<file path="src/rtl/link_credit_arbiter_pkg.sv">
// rtl/link_credit_arbiter_pkg.sv - shared link constants and arbiter state encoding
package link_credit_arbiter_pkg;

    typedef enum logic {
        ST_IDLE = 1'b0,
        ST_HOLD = 1'b1
    } link_state_t;

    // Kept in one place so the serializer's buffer depth and token size match.
    localparam int CREDITS_DEFAULT = 8;
    localparam int COST_DEFAULT    = 2;
    localparam int RET_DEFAULT     = 4;

endpackage

</file>
<file path="src/rtl/link_credit_arbiter_rr_pick2.sv">
// rtl/link_credit_arbiter_rr_pick2.sv - combinational 2-way round-robin selector
module link_credit_arbiter_rr_pick2 (
    input  logic [1:0] req_valid,
    input  logic       last_id,
    output logic       winner,
    output logic       any_valid
);

    always_comb begin
        any_valid = |req_valid;
        // On a tie the requester that did not win last time goes next.
        if (&req_valid) begin
            winner = ~last_id;
        end else begin
            winner = req_valid[1];
        end
    end

endmodule

</file>
<file path="src/rtl/link_credit_arbiter.sv">
// rtl/link_credit_arbiter.sv - credit-gated round-robin arbiter in front of the link serializer
module link_credit_arbiter
    import link_credit_arbiter_pkg::*;
#(
    parameter int CREDITS = CREDITS_DEFAULT,
    parameter int COST    = COST_DEFAULT,
    parameter int RET     = RET_DEFAULT
) (
    input  logic                             clk,
    input  logic                             rst,
    input  logic [1:0]                       req_valid,
    input  logic [7:0]                       req_data0,
    input  logic [7:0]                       req_data1,
    output logic [1:0]                       req_ready,
    output logic                             out_valid,
    output logic [7:0]                       out_data,
    output logic                             out_id,
    input  logic                             out_ready,
    input  logic                             credit_ret,
    output logic [$clog2(CREDITS+1)-1:0]     credit_cnt,
    output logic                             credit_err
);

    localparam int CW = $clog2(CREDITS + 1);
    localparam int NW = CW + 1;

    link_state_t state;
    logic        last_id;
    logic        winner;
    logic        any_valid;
    logic        xfer;
    logic [NW-1:0] credit_sum;

    link_credit_arbiter_rr_pick2 u_pick (
        .req_valid (req_valid),
        .last_id   (last_id),
        .winner    (winner),
        .any_valid (any_valid)
    );

    // Only registered state and req_valid feed req_ready.
    always_comb begin
        req_ready = 2'b00;
        if (state == ST_IDLE && any_valid && credit_cnt >= CW'(COST)) begin
            req_ready[winner] = 1'b1;
        end
    end

    assign xfer = out_valid & out_ready;

    always_comb begin
        credit_sum = {1'b0, credit_cnt};
        if (xfer) begin
            credit_sum = credit_sum - NW'(COST);
        end
        if (credit_ret) begin
            credit_sum = credit_sum + NW'(RET);
        end
    end

    always_ff @(posedge clk) begin
        if (rst) begin
            credit_cnt <= CW'(CREDITS);
            credit_err <= 1'b0;
        end else if (credit_sum > NW'(CREDITS)) begin
            credit_cnt <= CW'(CREDITS);
            credit_err <= 1'b1;
        end else begin
            credit_cnt <= credit_sum[CW-1:0];
        end
    end

    always_ff @(posedge clk) begin
        if (rst) begin
            state     <= ST_IDLE;
            out_valid <= 1'b0;
            out_data  <= 8'h00;
            out_id    <= 1'b0;
            last_id   <= 1'b1;
        end else begin
            case (state)
                ST_IDLE: begin
                    if (|req_ready) begin
                        out_data  <= winner ? req_data1 : req_data0;
                        out_id    <= winner;
                        out_valid <= 1'b1;
                        last_id   <= winner;
                        state     <= ST_HOLD;
                    end
                end
                ST_HOLD: begin
                    if (out_ready) begin
                        out_valid <= 1'b0;
                        state     <= ST_IDLE;
                    end
                end
                default: state <= ST_IDLE;
            endcase
        end
    end

endmodule

</file>
<file path="config.mk">
export PLATFORM = sky130hd
export DESIGN_NAME = link_credit_arbiter
export DESIGN_NICKNAME = d
export VERILOG_FILES = /design/src/rtl/link_credit_arbiter_pkg.sv /design/src/rtl/link_credit_arbiter_rr_pick2.sv /design/src/rtl/link_credit_arbiter.sv
export SDC_FILE = /design/constraint.sdc
export NUM_CORES = 1
export LEC_CHECK = 0
export CELL_PAD_IN_SITES_DETAIL_PLACEMENT = 1
export CELL_PAD_IN_SITES_GLOBAL_PLACEMENT = 2
export CORE_MARGIN = 4
export CORE_UTILIZATION = 23
export CTS_CLUSTER_SIZE = 25
export DETAILED_ROUTE_END_ITERATION = 16
export PLACE_DENSITY_LB_ADDON = 0.1
export SETUP_SLACK_MARGIN = 0.05
export SKIP_CTS_REPAIR_TIMING = 1
export SLEW_MARGIN = 20
export SYNTH_ARGS = -nofsm -noshare
export SYNTH_HDL_FRONTEND = slang
export SYNTH_HIERARCHICAL = 1
export SYNTH_SLANG_ARGS = --single-unit
export TNS_END_PERCENT = 30
</file>
<file path="constraint.sdc">
create_clock -name clk -period 2.6 [get_ports clk]
set_input_delay 0.52 -clock clk [delete_from_list [all_inputs] [get_ports clk]]
set_output_delay 0.52 -clock clk [all_outputs]
set_load 0.005 [all_outputs]
</file>
==> metrics <==
HP Start=credit_err; Layout Area Growth over Synthesis=58.4%; Mapped Nets=119; post-route cell area=0.00137 mm2; hpwl dp=1840 um; Distinct cells, synth=30; worst clock skew=0.00366 ns; peak supply drop=0.000353 V; GR Util All Layers=10.3%; H-tree levels=1; Syn Area/Cell=9.28 um2; final setup vio count=0; placed cell count=175; mapped cell area=863 um2; clock sink total=16; worst hold path class=reg -> reg; setup ws final=0.109 ns; FF-to-FF setup slack=0.41 ns; first-pass GRT wire length=4060 um; Post-Synthesis Cells=93; CTS Buf Count=3; share of layout cells above drive strength 1=14.9%; post-route ant nets=0; fillers=407; WHS Path Cells=1; final cycle utilization of the critical path=95.8%; DRC Markers=0; worst r2r src=credit_cnt[2]; Die Wd=69.3 um; Diodes inserted=0; cell-by-cell trace of the critical path=clkdlybuf4s50_1, a21boi_1, and2_4, clkdlybuf4s50_1; Min Clock Period, post-route=2.49 ns; Final nets=161; largest net degree at the start of global routing=17; critical path startpoint category=primary input; Finished Core Util=39.4%; die area=0.00480 mm2; Rows=21; clock buffer depth=2; Worst path most repeated cell=clkdlybuf4s50_1; commonest non-fill, non-tap cell in the layout=clkdlybuf4s50_1; clock transition at the registers of the reported paths=0.07 ns; r2r endpoint=credit_err; later-pin clock latency in the skew report=0.25 ns; Root Buffer=clkbuf_8; Critical Path RT=2.08 ns; leakage power=0.000563 uW; Final Max Tran Viols=0; Vias per Instance=4.48; PwrDens=731 mW/mm2; CP max stage delay=0.49 ns; CP max-delay cell=clkdlybuf4s50_1; number of global-route vias before repair=836; CP Class=in -> out; Slew HR=61.6%; CTS tree=done; IO Pins=39; area of the core=0.00347 mm2; Routed wire per std cell=12.7 um; Hold Path Sink=credit_err; die height=69.3 um; measured slew at the worst slew-check pin=0.574 ns; Initial Util=24.9%; CP Capture Type=primary output; CP Max Fanout=3; GRT Residual Overflow=0; Initial DRC Count=6; status=completed; WP data arrival=1.97 ns; yosys warns=6; DR vias=807; DP Worst Slack=0.0631 ns; Post-DP Area=0.00129 mm2; gpl congestion=0.738; highest-count cells in the layout ignoring fill and taps=clkdlybuf4s50_1 (36), dfxtp_1 (14), nor2_1 (12), mux2i_1 (9), a211oi_1 (8); reg2reg path depth=10; wirelength, routed=2280 um; DR pass1 iterations=2; Cell Count, Final, Fillers Out=180; Port Buf Inserts=37; Max Clock Freq=401 MHz; flops & latches, synth=16; max_cap viols=0; final-report hold violation count=0; unrepaired setup endpoints after global routing=true; sequential fraction of the synthesis area=37.1%; initial antenna violation count=0; Tot Pwr=1000 uW
-- final cells by class --
type / count / area [um2] / area share [%]
repair buffers: 43 / 418 / 30.6
multi-input cells: 65 / 489 / 35.8
clock buffers: 4 / 55.1 / 4.03
inverters: 6 / 22.5 / 1.65
flip-flops and latches: 16 / 325 / 23.8
well taps: 46 / 57.6 / 4.21
-- Yosys cell counts (all sizes together) --
library cell  instances  share of area [%]
dfxtp                16                 37
nor2                 12                5.2
mux2i                 9                 10
a211oi                8                7.0
inv                   6                2.6
buf                   5                3.8
a21oi                 4                2.8
ha                    4                5.8
nand2                 4                2.6
xnor2                 4                4.1
nor4                  3                3.9
nand2b                2                1.4
nor2b                 2                1.4
or3                   2                1.4
a21boi                1               0.87
and2                  1               0.73
and3                  1               0.87
clkbuf                1               0.43
conb                  1               0.43
mux2                  1                1.7
nand3                 1               0.58
o311a                 1                1.2
o31a                  1                1.0
o31ai                 1               0.87
or2                   1               0.73
xor2                  1                1.0
-- worst max path at each step --
stage,depth (start not counted),end,slack (ns),start
3_3_place_gp,6,req_ready[1],0.13,req_valid[0]
4_1_cts,6,req_ready[1],-0.05,credit_cnt[1]
6_report,4,req_ready[1],0.11,req_valid[1]
3_5_place_dp,6,req_ready[1],0.06,req_valid[1]
2_1_floorplan,10,credit_err,0.48,credit_cnt[1]
5_1_grt,6,req_ready[1],0.006,req_valid[1]
-- cell families (layout without fill, tap and decap cells) --
group / count (synthesis) / after routing / synth area share, %
compound gates: 16 / 16 / 13.6
xor+xnor: 5 / 5 / 5.07
mux: 10 / 10 / 12.2
flops: 16 / 16 / 37.1
fa+ha+maj: 4 / 4 / 5.80
simple gates: 29 / 29 / 19.0
buf+inv: 12 / 53 / 6.81
other cells: 1 / 1 / 0.434
-- power breakdown --
part	internal, uW	switching, uW
Sequential	302	44.5
Combinational	251	179
Clock	134	88.5
Total	688	312
-- registers in the layout, indices dropped and copies added, names as in the netlist --
register	flops
credit_cnt	3
credit_err	1
last_id	1
out_data	8
out_id	1
out_valid	1
state	1
-- worst max-delay path, delay by kind of cell --
family / cells / cell delay, ns
AO/OA/AOI/OAI: 1 / 0.28
AND/OR/NAND/NOR: 1 / 0.21
buffers and inverters: 2 / 0.96
-- stage by stage --
step           hold WS (ns)  setup TNS [ns]
6_report              0.492               0
5_1_grt               0.521               0
4_1_cts               0.495         -0.0718
3_5_place_dp          0.476               0
3_3_place_gp          0.468               0
2_1_floorplan         0.474               0
-- layer usage --
layer / up-vias / wire [um] / GRT usage, %
met5: - / 0 / 0
met4: 0 / 23 / 3.25
met2: 23 / 1090 / 15.9
met1: 378 / 1040 / 13.3
met3: 5 / 134 / 3.91
li1: 401 / - / -
(Power assumes the default switching activity.)
